File: config.mk
export PLATFORM = sky130hd
export DESIGN_NAME = pipe_exe_sched_flat
export DESIGN_NICKNAME = d
export VERILOG_FILES = /design/src/rtl/pipe_pkg.sv /design/src/rtl/pipe_exe_sched_if.sv /design/src/rtl/fwd_sel.sv /design/src/rtl/pipe_exe_sched.sv /design/src/flat_wrapper.sv
export SDC_FILE = /design/constraint.sdc
export NUM_CORES = 1
export LEC_CHECK = 0
export CAP_MARGIN = 15
export CORE_ASPECT_RATIO = 1.4
export CORE_UTILIZATION = 47
export CTS_BUF_LIST = sky130_fd_sc_hd__clkbuf_16
export CTS_CLUSTER_DIAMETER = 150
export DETAILED_ROUTE_END_ITERATION = 8
export HOLD_SLACK_MARGIN = 0.1
export PLACE_DENSITY = 0.84
export SLEW_MARGIN = 20
export SYNTH_ARGS = -nofsm -noshare
export SYNTH_HDL_FRONTEND = slang
export SYNTH_SLANG_ARGS = --single-unit
export TNS_END_PERCENT = 20
File: constraint.sdc
create_clock -name clock -period 1.9 [get_ports clock]
set_input_delay 0.38 -clock clock [delete_from_list [all_inputs] [get_ports clock]]
set_output_delay 0.38 -clock clock [all_outputs]
set_load 0.03 [all_outputs]
File: src/rtl/pipe_pkg.sv
// Shared pipeline definitions: forwarding select encodings and the per-stage
// control fields carried alongside each instruction.
package pipe_pkg;

  localparam logic [1:0] FWD_REG  = 2'b00;
  localparam logic [1:0] FWD_EALU = 2'b01;
  localparam logic [1:0] FWD_MALU = 2'b10;
  localparam logic [1:0] FWD_MMO  = 2'b11;

  localparam logic [4:0] REG_ZERO = 5'd0;

  typedef struct packed {
    logic       wreg;
    logic       m2reg;
    logic       mdu;
    logic [4:0] rn;
  } stage_ctl_t;

endpackage

File: src/rtl/pipe_exe_sched_if.sv
// ID-stage request fields and the scheduler's hazard/sequencing responses.
interface pipe_exe_sched_if;

  logic [4:0] drs;
  logic [4:0] drt;
  logic       duse_rs;
  logic       duse_rt;
  logic       dwreg;
  logic       dm2reg;
  logic [4:0] drn;
  logic       dmdu;

  logic [1:0] fwda;
  logic [1:0] fwdb;
  logic       wpcir;
  logic       ebubble;
  logic       ehold;
  logic       mdu_busy;
  logic       mdu_done;

  modport master (
    output drs, drt, duse_rs, duse_rt, dwreg, dm2reg, drn, dmdu,
    input  fwda, fwdb, wpcir, ebubble, ehold, mdu_busy, mdu_done
  );

  modport slave (
    input  drs, drt, duse_rs, duse_rt, dwreg, dm2reg, drn, dmdu,
    output fwda, fwdb, wpcir, ebubble, ehold, mdu_busy, mdu_done
  );

endinterface

File: src/rtl/fwd_sel.sv
// Operand forwarding select for one ID-stage source register.
module fwd_sel
  import pipe_pkg::*;
(
  input  logic [4:0] rs,
  input  logic       used,
  input  logic       e_wreg,
  input  logic       e_m2reg,
  input  logic [4:0] e_rn,
  input  logic       m_wreg,
  input  logic       m_m2reg,
  input  logic [4:0] m_rn,
  output logic [1:0] sel
);

  logic e_hit;
  logic m_hit;

  assign e_hit = used && (rs != REG_ZERO) && e_wreg && (e_rn == rs);
  assign m_hit = used && (rs != REG_ZERO) && m_wreg && (m_rn == rs);

  // A load in E cannot forward yet; in that case M is still allowed to supply
  // the operand, and the load-use stall covers the E dependency.
  always_comb begin
    sel = FWD_REG;
    if (e_hit && !e_m2reg) begin
      sel = FWD_EALU;
    end else if (m_hit && !m_m2reg) begin
      sel = FWD_MALU;
    end else if (m_hit && m_m2reg) begin
      sel = FWD_MMO;
    end
  end

endmodule

File: src/rtl/pipe_exe_sched.sv
// EXE-stage hazard controller: forwarding selects, load-use stall and
// multi-cycle MDU hold, tracked through shadow copies of E and M control.
module pipe_exe_sched
  import pipe_pkg::*;
#(
  parameter int unsigned MDU_LAT = 4,
  parameter int unsigned CW      = 3
) (
  input  logic             clock,
  input  logic             reset,
  pipe_exe_sched_if.slave  bus
);

  localparam logic [CW-1:0] CNT_LOAD = CW'(MDU_LAT - 1);

  stage_ctl_t    d_ctl;
  stage_ctl_t    e_q, e_d;
  logic          m_wreg_q, m_wreg_d;
  logic          m_m2reg_q, m_m2reg_d;
  logic [4:0]    m_rn_q, m_rn_d;
  logic [CW-1:0] cnt_q, cnt_d;

  logic lu;
  logic hold;
  logic bubble;
  logic rs_dep;
  logic rt_dep;

  assign d_ctl = '{wreg: bus.dwreg, m2reg: bus.dm2reg, mdu: bus.dmdu, rn: bus.drn};

  assign hold   = e_q.mdu && (cnt_q != '0);
  assign rs_dep = bus.duse_rs && (e_q.rn == bus.drs);
  assign rt_dep = bus.duse_rt && (e_q.rn == bus.drt);
  assign lu     = e_q.wreg && e_q.m2reg && (e_q.rn != REG_ZERO) && (rs_dep || rt_dep);
  // An MDU hold freezes ID/EXE, so a pending load-use is simply re-evaluated later.
  assign bubble = lu && !hold;

  assign bus.mdu_busy = hold;
  assign bus.mdu_done = e_q.mdu && (cnt_q == '0);
  assign bus.ehold    = hold;
  assign bus.ebubble  = bubble;
  assign bus.wpcir    = !(hold || lu);

  fwd_sel u_fwd_a (
    .rs      (bus.drs),
    .used    (bus.duse_rs),
    .e_wreg  (e_q.wreg),
    .e_m2reg (e_q.m2reg),
    .e_rn    (e_q.rn),
    .m_wreg  (m_wreg_q),
    .m_m2reg (m_m2reg_q),
    .m_rn    (m_rn_q),
    .sel     (bus.fwda)
  );

  fwd_sel u_fwd_b (
    .rs      (bus.drt),
    .used    (bus.duse_rt),
    .e_wreg  (e_q.wreg),
    .e_m2reg (e_q.m2reg),
    .e_rn    (e_q.rn),
    .m_wreg  (m_wreg_q),
    .m_m2reg (m_m2reg_q),
    .m_rn    (m_rn_q),
    .sel     (bus.fwdb)
  );

  always_comb begin
    e_d       = e_q;
    m_wreg_d  = e_q.wreg;
    m_m2reg_d = e_q.m2reg;
    m_rn_d    = e_q.rn;
    cnt_d     = cnt_q;
    if (hold) begin
      m_wreg_d  = 1'b0;
      m_m2reg_d = 1'b0;
      m_rn_d    = REG_ZERO;
      if (cnt_q != '0) begin
        cnt_d = cnt_q - CW'(1);
      end
    end else if (bubble) begin
      e_d   = '0;
      cnt_d = '0;
    end else begin
      e_d   = d_ctl;
      cnt_d = bus.dmdu ? CNT_LOAD : '0;
    end
  end

  always_ff @(posedge clock) begin
    if (reset) begin
      e_q       <= '0;
      m_wreg_q  <= 1'b0;
      m_m2reg_q <= 1'b0;
      m_rn_q    <= REG_ZERO;
      cnt_q     <= '0;
    end else begin
      e_q       <= e_d;
      m_wreg_q  <= m_wreg_d;
      m_m2reg_q <= m_m2reg_d;
      m_rn_q    <= m_rn_d;
      cnt_q     <= cnt_d;
    end
  end

endmodule

File: src/flat_wrapper.sv
// flat-port wrapper written by rule: the top's interface ports become plain ports
module pipe_exe_sched_flat import pipe_pkg::*;
#(
  parameter int unsigned MDU_LAT = 4,
  parameter int unsigned CW      = 3
)
  (clock, reset, bus_drs, bus_drt, bus_duse_rs, bus_duse_rt, bus_dwreg, bus_dm2reg, bus_drn, bus_dmdu, bus_fwda, bus_fwdb, bus_wpcir, bus_ebubble, bus_ehold, bus_mdu_busy, bus_mdu_done);
  pipe_exe_sched_if bus_i ();
  input  logic clock;
  input  logic reset;
  input wire logic [$bits(bus_i.drs)-1:0] bus_drs;
  input wire logic [$bits(bus_i.drt)-1:0] bus_drt;
  input wire logic [$bits(bus_i.duse_rs)-1:0] bus_duse_rs;
  input wire logic [$bits(bus_i.duse_rt)-1:0] bus_duse_rt;
  input wire logic [$bits(bus_i.dwreg)-1:0] bus_dwreg;
  input wire logic [$bits(bus_i.dm2reg)-1:0] bus_dm2reg;
  input wire logic [$bits(bus_i.drn)-1:0] bus_drn;
  input wire logic [$bits(bus_i.dmdu)-1:0] bus_dmdu;
  output wire logic [$bits(bus_i.fwda)-1:0] bus_fwda;
  output wire logic [$bits(bus_i.fwdb)-1:0] bus_fwdb;
  output wire logic [$bits(bus_i.wpcir)-1:0] bus_wpcir;
  output wire logic [$bits(bus_i.ebubble)-1:0] bus_ebubble;
  output wire logic [$bits(bus_i.ehold)-1:0] bus_ehold;
  output wire logic [$bits(bus_i.mdu_busy)-1:0] bus_mdu_busy;
  output wire logic [$bits(bus_i.mdu_done)-1:0] bus_mdu_done;
  assign bus_i.drs = bus_drs;
  assign bus_i.drt = bus_drt;
  assign bus_i.duse_rs = bus_duse_rs;
  assign bus_i.duse_rt = bus_duse_rt;
  assign bus_i.dwreg = bus_dwreg;
  assign bus_i.dm2reg = bus_dm2reg;
  assign bus_i.drn = bus_drn;
  assign bus_i.dmdu = bus_dmdu;
  assign bus_fwda = bus_i.fwda;
  assign bus_fwdb = bus_i.fwdb;
  assign bus_wpcir = bus_i.wpcir;
  assign bus_ebubble = bus_i.ebubble;
  assign bus_ehold = bus_i.ehold;
  assign bus_mdu_busy = bus_i.mdu_busy;
  assign bus_mdu_done = bus_i.mdu_done;
  pipe_exe_sched #(.MDU_LAT(MDU_LAT), .CW(CW)) u_core (.clock(clock), .reset(reset), .bus(bus_i));
endmodule
==> summary.json, run 1 <==
{
  "status": {
    "outcome": "complete, but fails checks",
    "violations": "setup timing"
  },
  "critical_path": {
    "crit_path_max_fanout": 2,
    "critical_path.cell_chain": "or4_4, o211ai_4, inv_2, buf_6, and3_4, buf_6",
    "worst-path-buf-inv": 3,
    "worst_setup_path_start_kind": "flip-flop",
    "crit_family": "simple AND/OR/NAND/NOR gates",
    "cp.required_ns": 1.52,
    "crit_top_cell": "sky130_fd_sc_hd__buf_6",
    "rr_worst_depth": 6,
    "crit_slowest_cell": "sky130_fd_sc_hd__or4_4",
    "cpPeakStageDelay_ns": 0.54,
    "cp.depth": 6,
    "worst_ep_arrival_time_ns": 1.75,
    "critical_path.endpoint_type": "output port",
    "worst-setup-path-type": "reg2out"
  },
  "floorplanning": {
    "floorplan.io_pins": 31,
    "fp.dieW_microns": 43.3,
    "floorplan.die_area_sq_mm": 0.00259,
    "placeableCoreArea_sq_mm": 0.00220,
    "die_h_microns": 59.8,
    "cell_rows": 20,
    "floorplan.initialDensity": 0.510
  },
  "synth": {
    "ys_seq_elements": 18,
    "synth_compound_area_frac": 0.215,
    "post_synth.cell_area_avg_sq_um": 8.63,
    "post_synth_xor_area_fraction": 0.164,
    "synth_cell_types": 32,
    "post_synth_fa_ha_maj_area_fraction": 0.0223,
    "synth_area_sq_mm": 0.00112,
    "synth.yosys.seq_area_share": 0.321,
    "synth_warnings": 0,
    "postSynthNetCount": 154,
    "yosys.area_share.simple": 0.223,
    "synth_top_family_by_area": "simple AND/OR/NAND/NOR gates",
    "muxShareOfSynthArea": 0,
    "syn-instance-count": 130
  },
  "power": {
    "internal_pwr_total_uw": 994,
    "pwr-share-comb": 0.396,
    "switching_power_total_uw": 471,
    "seq_power_share": 0.321,
    "leakage_nw": 0.771,
    "pwr_density_cell_mw_per_mm2": 791,
    "clock_power_share": 0.283,
    "switching_share": 0.322,
    "worst_ir_drop_vdd_mv": 0.728
  },
  "timing": {
    "report.final.slew_viol_count": 0,
    "timing.final.crit_share": 1.12,
    "skew_ns": 0.00210,
    "worst_slew_pin_slew_ns": 0.328,
    "setup_viol": 6,
    "fmax_mhz": 468,
    "totalNegativeSetupSlack_ns": -0.934,
    "grt_setup_unrepaired": "yes",
    "period_minus_slack_ns": 2.13,
    "report.final.hold_viol_count": 0,
    "max_slew_margin": 0.781,
    "final_critical_path_setup_slack_ns": -0.235
  },
  "hold_path": {
    "whs_path_depth": 1,
    "min-delay-path-class": "reg2reg"
  },
  "cts": {
    "clkSinkCount": 18,
    "clk_pin_slew_ns": 0.05,
    "cts_buffers": 3,
    "tritoncts": "done",
    "cts_root_buf": "sky130_fd_sc_hd__clkbuf_16",
    "clk_latency_ns": 0.25,
    "cts.htree.levels": 1,
    "largest_buffer_count_on_any_clock_path": 2
  },
  "drt": {
    "antenna_left": 0,
    "route.detailed.vias_per_inst": 6.24,
    "avgRoutedWirePerCell_microns": 18.8,
    "first_pass_iters": 4,
    "drcViolationCount": 0,
    "drt_iter0_drc": 84,
    "route.final.wire_length_mm": 3.85,
    "routed-via-count": 1279
  },
  "global_route": {
    "maximum_number_of_pins_on_one_net_before_global_route_repair": 19,
    "grtUsageTotal": 0.294,
    "grt_overflow": 0,
    "antenna_found_initial": 0,
    "via_count_of_the_first_global_routing_pass": 1278,
    "wire_length_of_the_first_global_routing_pass_mm": 5.69
  },
  "placement": {
    "dp_hpwl_mm": 2.36,
    "post-place-cells": 198,
    "detailed_place.area_sq_mm": 0.00159,
    "portBuffers": 30,
    "routabilityCongestion": 0.828
  },
  "final_layout": {
    "final-instance-count-excl-fill": 205,
    "syn_to_final_growth_pct": 65.0,
    "finish.net_count": 209,
    "postLayoutCellArea_sq_mm": 0.00185,
    "final_layout_size_suffix_gt1_frac": 0.421,
    "antenna_cells_inserted": 0
  },
  "job": {
    "max_cap_viol_count": 0
  }
}
worst reg2reg max path: cells and delay by family (launching register included):
family,cells,cell delay [ns]
AND/OR/NAND/NOR,2,0.67
flip-flops,1,0.31
AO/OA/AOI/OAI,2,0.30
buffers and inverters,2,0.28
placed cells by master (no fill, tap or decap), types with 3 or more instances in the layout:
master	instances
sky130_fd_sc_hd__a21oi_1	7
sky130_fd_sc_hd__a32oi_1	7
sky130_fd_sc_hd__and3_1	7
sky130_fd_sc_hd__buf_2	3
sky130_fd_sc_hd__buf_4	26
sky130_fd_sc_hd__buf_6	10
sky130_fd_sc_hd__clkbuf_16	3
sky130_fd_sc_hd__clkbuf_2	3
sky130_fd_sc_hd__clkdlybuf4s50_1	11
sky130_fd_sc_hd__dfxtp_1	16
sky130_fd_sc_hd__inv_1	3
sky130_fd_sc_hd__inv_2	3
sky130_fd_sc_hd__nand2_1	4
sky130_fd_sc_hd__nand2b_1	9
sky130_fd_sc_hd__nand3_1	4
sky130_fd_sc_hd__o31ai_1	7
sky130_fd_sc_hd__or4_4	3
sky130_fd_sc_hd__xnor2_1	14
sky130_fd_sc_hd__xnor2_2	7
power groups by stage:
stage	logic [mW]	registers, mW	clock network (mW)
5_1_grt	0.618	0.476	0.425
2_1_floorplan	0.258	0.480	0
6_report	0.580	0.470	0.415
4_1_cts	0.511	0.468	0.415
3_5_place_dp	0.470	0.475	0
3_3_place_gp	0.456	0.472	0
registers in the layout, summed over array words and instances (netlist names):
register and cells:
u_core.cnt_q 3, u_core.m_wreg_q 1, u_core.m_m2reg_q 1, u_core.e_q 8
u_core.m_rn_q 5
final timing paths:
check / startpoint / slack [ns] / end
hold reg to reg: u_core.e_q[1] / 0.54 / u_core.m_rn_q[1]
setup reg to reg: u_core.e_q[3] / 0.27 / u_core.cnt_q[1]
setup / recovery: u_core.e_q[3] / -0.23 / bus_ebubble
hold / removal: u_core.e_q[1] / 0.54 / u_core.m_rn_q[1]
cell families after synthesis:
| family | count (synthesis) |
|---|---|
| AO/OA/AOI/OAI | 33 |
| XOR/XNOR | 21 |
| adder cells (fa/ha/maj) | 2 |
| buffers and inverters | 14 |
| flip-flops | 18 |
| AND/OR/NAND/NOR | 42 |
per-layer routing:
metal,global-route usage,wire [microns],share of wire
met1,0.300,1300,0.34
met5,0,0,0
met4,0.165,143,0.037
met2,0.576,2220,0.58
met3,0.0181,178,0.046
layout make-up:
| type | count | area, sq um |
|---|---|---|
| clock buffers | 3 | 75.1 |
| fillers | 129 | 350 |
| inverters | 6 | 22.5 |
| multi-input cells | 98 | 857 |
| flip-flops and latches | 18 | 363 |
| well taps | 22 | 27.5 |
| repair buffers | 58 | 507 |
synthesized netlist by cell type:
master | number | area [sq um]
sky130_fd_sc_hd__xnor2_1 | 21 | 184
sky130_fd_sc_hd__dfxtp_1 | 18 | 360
sky130_fd_sc_hd__nand2b_1 | 9 | 56.3
sky130_fd_sc_hd__a21oi_1 | 8 | 40.0
sky130_fd_sc_hd__and3_1 | 8 | 50.1
sky130_fd_sc_hd__a32oi_1 | 7 | 61.3
sky130_fd_sc_hd__o31ai_1 | 7 | 52.6
sky130_fd_sc_hd__nand3_1 | 6 | 30.0
sky130_fd_sc_hd__nand2_1 | 5 | 18.8
sky130_fd_sc_hd__buf_2 | 4 | 20.0
sky130_fd_sc_hd__clkbuf_1 | 3 | 11.3
sky130_fd_sc_hd__inv_1 | 3 | 11.3
sky130_fd_sc_hd__inv_2 | 3 | 11.3
sky130_fd_sc_hd__nor3_1 | 3 | 15.0
sky130_fd_sc_hd__a21o_1 | 2 | 15.0
sky130_fd_sc_hd__ha_1 | 2 | 25.0
sky130_fd_sc_hd__nand4_1 | 2 | 12.5
sky130_fd_sc_hd__nor4_1 | 2 | 12.5
sky130_fd_sc_hd__o211ai_1 | 2 | 15.0
sky130_fd_sc_hd__o21ai_1 | 2 | 10.0
sky130_fd_sc_hd__or4_1 | 2 | 15.0
sky130_fd_sc_hd__a31oi_1 | 1 | 6.26
sky130_fd_sc_hd__buf_4 | 1 | 7.51
sky130_fd_sc_hd__nand4_2 | 1 | 12.5
sky130_fd_sc_hd__nor2_1 | 1 | 3.75
sky130_fd_sc_hd__nor2b_1 | 1 | 6.26
sky130_fd_sc_hd__o211ai_4 | 1 | 21.3
sky130_fd_sc_hd__o21ai_0 | 1 | 5.00
sky130_fd_sc_hd__o22ai_1 | 1 | 6.26
sky130_fd_sc_hd__o31a_1 | 1 | 8.76
sky130_fd_sc_hd__or3_1 | 1 | 6.26
sky130_fd_sc_hd__or4_4 | 1 | 11.3
timing repair:
action | 4_1_cts | 5_1_grt
buffers inserted | 2 | 2
endpoints found under the setup margin | 7 | 9
pin swaps | 15 | 13
hold buffers | 0 | 0
gates resized for setup | 69 | 22
through the flow:
step | hold WS [ns] | utilization | power, mW | worst slack (ns)
CTS | 0.552 | 0.803 | 1.39 | -0.263
global route | 0.556 | 0.841 | 1.52 | -0.267
finish | 0.543 | 0.841 | 1.47 | -0.235
floorplan | 0.505 | - | 0.738 | -0.0300
detailed placement | 0.538 | 0.720 | 0.945 | -0.937
global placement | 0.520 | 0.720 | 0.928 | -0.878
No activity file was read; power rests on OpenSTA's default activity.
==> inputs of run 2 (changes only) <==
--- a/config.mk
+++ b/config.mk
@@ -6,7 +6,6 @@
 export NUM_CORES = 1
 export LEC_CHECK = 0
 export CAP_MARGIN = 15
-export CORE_ASPECT_RATIO = 1.4
 export CORE_UTILIZATION = 47
 export CTS_BUF_LIST = sky130_fd_sc_hd__clkbuf_16
 export CTS_CLUSTER_DIAMETER = 150
==> constraint.sdc (replaced) <==
create_clock -name clock -period 2.2 [get_ports clock]
set_input_delay 0.44 -clock clock [delete_from_list [all_inputs] [get_ports clock]]
set_output_delay 0.44 -clock clock [all_outputs]
set_load 0.03 [all_outputs]
==> run 2 against run 1 <==
Net effect:
- the run still ends with setup timing left
- design area shrank 1.9%
- worst hold slack worse by 0.0072 ns
- clock power shrank 12%
- total power decreased by 14%
- largest power group unchanged
==> summary.json, run 2 (synthesis gave the netlist of run 1 again) <==
{
  "power": {
    "clock_power_share": {"value": 0.288, "change": "+0.005"},
    "switching_power_total": {"value": 402, "unit": "uW", "change": "-15%"},
    "leakage": {"value": 0.758, "unit": "nW", "change": "-1.7%"},
    "worst_ir_drop_vdd": {"value": 0.483, "unit": "mV", "change": "-34%"},
    "pwr-share-comb": {"value": 0.390, "change": "-0.006"},
    "switching_share": {"value": 0.319, "change": "-0.00316"},
    "pwr_density_cell": {"value": 694, "unit": "mW/mm^2", "change": "-12%"},
    "seq_power_share": {"value": 0.322, "change": "about the same"},
    "internal_pwr_total": {"value": 860, "unit": "uW", "change": "-14%"}
  },
  "final_layout": {
    "regMostFlops": "u_core.e_q",
    "finish.net_count": {"value": 208, "change": "-0.48%"},
    "flip_flop_count_of_the_largest_register_all_copies_and_words_added": {"value": 8, "change": "unchanged"},
    "final_layout_size_suffix_gt1_frac": {"value": 0.355, "change": "-0.0656"},
    "final_cell_mix": "sky130_fd_sc_hd__buf_4 (27), sky130_fd_sc_hd__xnor2_1 (18), sky130_fd_sc_hd__dfxtp_1 (14)",
    "reg_top3": "u_core.e_q: 8 flops, u_core.m_rn_q: 5 flops, u_core.cnt_q: 3 flops",
    "antenna_cells_inserted": {"value": 0, "change": "unchanged"},
    "syn_to_final_growth_pct": 61.9,
    "filler_cell_count": {"value": 135, "change": "+4.7%"},
    "most_common_library_cell_in_the_layout_ignoring_fill_and_taps": "sky130_fd_sc_hd__buf_4"
  },
  "timing": {
    "period_minus_slack_ns": 2.26,
    "fmax_mhz": 443,
    "final.hold.worst_slack": {"value": 0.536, "unit": "ns", "change": "-0.00722 ns"},
    "final_critical_path_setup_slack": {"value": -0.0577, "unit": "ns", "change": "+0.177 ns"},
    "worst_slew_pin_slew": {"value": 0.316, "unit": "ns", "change": "-0.0119 ns"},
    "max_slew_margin": {"value": 0.789, "change": "+0.00792"},
    "grt_setup_unrepaired": "yes",
    "skew": {"value": 0.00711, "unit": "ns", "change": "+0.00501 ns"},
    "setup_viol": {"value": 8, "change": "+2"},
    "report.final.slew_viol_count": {"value": 0, "change": "unchanged"},
    "report.final.hold_viol_count": {"value": 0, "change": "unchanged"},
    "timing.final.crit_share": 1.03
  },
  "drt": {
    "avgRoutedWirePerCell": {"value": 17.3, "unit": "microns", "change": "-7.9%"},
    "routed-via-count": {"value": 1211, "change": "-5.3%"},
    "antenna_left": {"value": 0, "change": "unchanged"},
    "drcViolationCount": {"value": 0, "change": "unchanged"},
    "drt_iter0_drc": {"value": 36, "change": "-57%"},
    "route.final.wire_length": {"value": 3.65, "unit": "mm", "change": "-5.2%"},
    "route.detailed.vias_per_inst": {"value": 5.74, "change": "-8.0%"},
    "first_pass_iters": {"value": 4, "change": "unchanged"}
  },
  "cts": {
    "hold_buffers": {"value": 0, "change": "unchanged"},
    "cts_root_buf": "sky130_fd_sc_hd__clkbuf_16",
    "clk_pin_slew": {"value": 0.06, "unit": "ns", "change": "about the same"},
    "clk_latency": {"value": 0.25, "unit": "ns", "change": "about the same"},
    "cts.htree.levels": {"value": 1, "change": "unchanged"},
    "tritoncts": "done",
    "cts_buffers": {"value": 3, "change": "unchanged"},
    "largest_buffer_count_on_any_clock_path": {"value": 2, "change": "unchanged"},
    "clkSinkCount": {"value": 18, "change": "unchanged"}
  },
  "floorplanning": {
    "floorplan.die_area": {"value": 0.00259, "unit": "sq mm", "change": "-0.11%"},
    "fp.dieW": {"value": 50.9, "unit": "microns", "change": "+17%"},
    "cell_rows": {"value": 17, "change": "-15%"},
    "die_h": {"value": 50.9, "unit": "microns", "change": "-15%"},
    "floorplan.io_pins": {"value": 31, "change": "unchanged"},
    "placeableCoreArea": {"value": 0.00223, "unit": "sq mm", "change": "+1.4%"},
    "floorplan.initialDensity": {"value": 0.503, "change": "-0.00714"}
  },
  "placement": {
    "place_ws": {"value": -0.741, "unit": "ns", "change": "+0.196 ns"},
    "portBuffers": {"value": 30, "change": "unchanged"},
    "routabilityCongestion": {"value": 0.867, "change": "+4.7%"},
    "dp_hpwl": {"value": 2.32, "unit": "mm", "change": "-1.7%"}
  },
  "status": {
    "violations": "setup timing",
    "outcome": "complete, but fails checks"
  },
  "critical_path": {
    "critical_path.endpoint_type": "output port",
    "worst_ep_arrival_time": {"value": 1.82, "unit": "ns", "change": "+0.07 ns"},
    "crit_path_max_fanout": {"value": 3, "change": "+1"},
    "cp.required": {"value": 1.76, "unit": "ns", "change": "+0.24 ns"},
    "worst_setup_path_start_kind": "input pin",
    "worst-setup-path-type": "in2out"
  },
  "global_route": {
    "antenna_found_initial": {"value": 0, "change": "unchanged"},
    "via_count_of_the_first_global_routing_pass": {"value": 1243, "change": "-2.7%"},
    "maximum_number_of_pins_on_one_net_before_global_route_repair": {"value": 20, "change": "+1"},
    "grt_overflow": {"value": 0, "change": "unchanged"},
    "wire_length_of_the_first_global_routing_pass": {"value": 5.58, "unit": "mm", "change": "-1.8%"},
    "grtUsageTotal": {"value": 0.292, "change": "-0.00263"}
  },
  "hold_path": {
    "min-delay-path-class": "reg2reg"
  },
  "job": {
    "max_cap_viol_count": {"value": 0, "change": "unchanged"}
  }
}
run 2: cell types whose count changed in the layout (fill, tap and decap cells not counted), moves of 3 or more:
| cell | previous run | this run |
|---|---|---|
| sky130_fd_sc_hd__buf_6 | 10 | 7 |
| sky130_fd_sc_hd__xnor2_1 | 14 | 18 |
| sky130_fd_sc_hd__xnor2_2 | 7 | 2 |
| sky130_fd_sc_hd__clkbuf_2 | 3 | 0 |
| sky130_fd_sc_hd__dlygate4sd2_1 | 2 | 7 |
run 2: repair_timing:
item | in CTS | in global routing
resized for setup | 58 | 8
setup buffers | 7 | 0
endpoints found under the setup margin | 6 | 9
pin swaps | 12 | 8
run 2: worst max-delay path, stage by stage:
cell and delay, ns:
sky130_fd_sc_hd__dlygate4sd2_1 0.26, sky130_fd_sc_hd__buf_4 0.16, sky130_fd_sc_hd__xnor2_4 0.19, sky130_fd_sc_hd__nand3_2 0.11
sky130_fd_sc_hd__buf_6 0.14, sky130_fd_sc_hd__o22ai_4 0.18, sky130_fd_sc_hd__and3_4 0.22, sky130_fd_sc_hd__buf_6 0.12
run 2: metal layers:
layer / vias up / part of all wire / track usage
met5: - / 0 / 0
met4: 0 / 0.011 / 0.0972
met2: 64 / 0.54 / 0.562
met1: 554 / 0.40 / 0.319
li1: 589 / - / -
met3: 4 / 0.057 / 0.0476
run 2: worst paths after layout:
kind         slack (ns)               to       startpoint  cells after the start
min                0.54  u_core.cnt_q[2]  u_core.cnt_q[2]                      2
min reg2reg        0.54  u_core.cnt_q[2]  u_core.cnt_q[2]                      2
max reg2reg        0.41  u_core.cnt_q[0]    u_core.e_q[1]                      7
max               -0.06      bus_ebubble       bus_drs[1]                      8
run 2: through the flow:
stage | cell area (sq um) | power (mW) | utilization | instances | setup TNS, ns
6_report | 1820 | 1.26 | 0.813 | 211 | -0.186
5_1_grt | 1820 | 1.32 | 0.813 | 211 | -0.666
4_1_cts | 1770 | 1.22 | 0.794 | 211 | -0.104
3_5_place_dp | 1560 | 0.806 | 0.697 | 200 | -3.49
3_3_place_gp | 1560 | 0.789 | 0.697 | 200 | -2.80
2_1_floorplan | 1120 | 0.636 | - | 130 | 0
run 2: area by class of cell:
type | count | area, sq um | share of cell area
Tap cell | 28 | 35.0 | 0.0193
Inverter | 6 | 22.5 | 0.0124
Multi-Input combinational cell | 98 | 813 | 0.448
Sequential cell | 18 | 368 | 0.202
Timing Repair Buffer | 57 | 499 | 0.275
Clock buffer | 3 | 75.1 | 0.0413
Clock inverter | 1 | 3.75 | 0.00207
run 2: power groups by stage:
stage               Sequential, mW  Combinational [mW]  Clock (mW)
floorplan                    0.414               0.222           0
global placement             0.412               0.377           0
detailed placement           0.415               0.391           0
CTS                          0.403               0.459       0.362
global route                 0.410               0.523       0.390
finish                       0.406               0.492       0.364
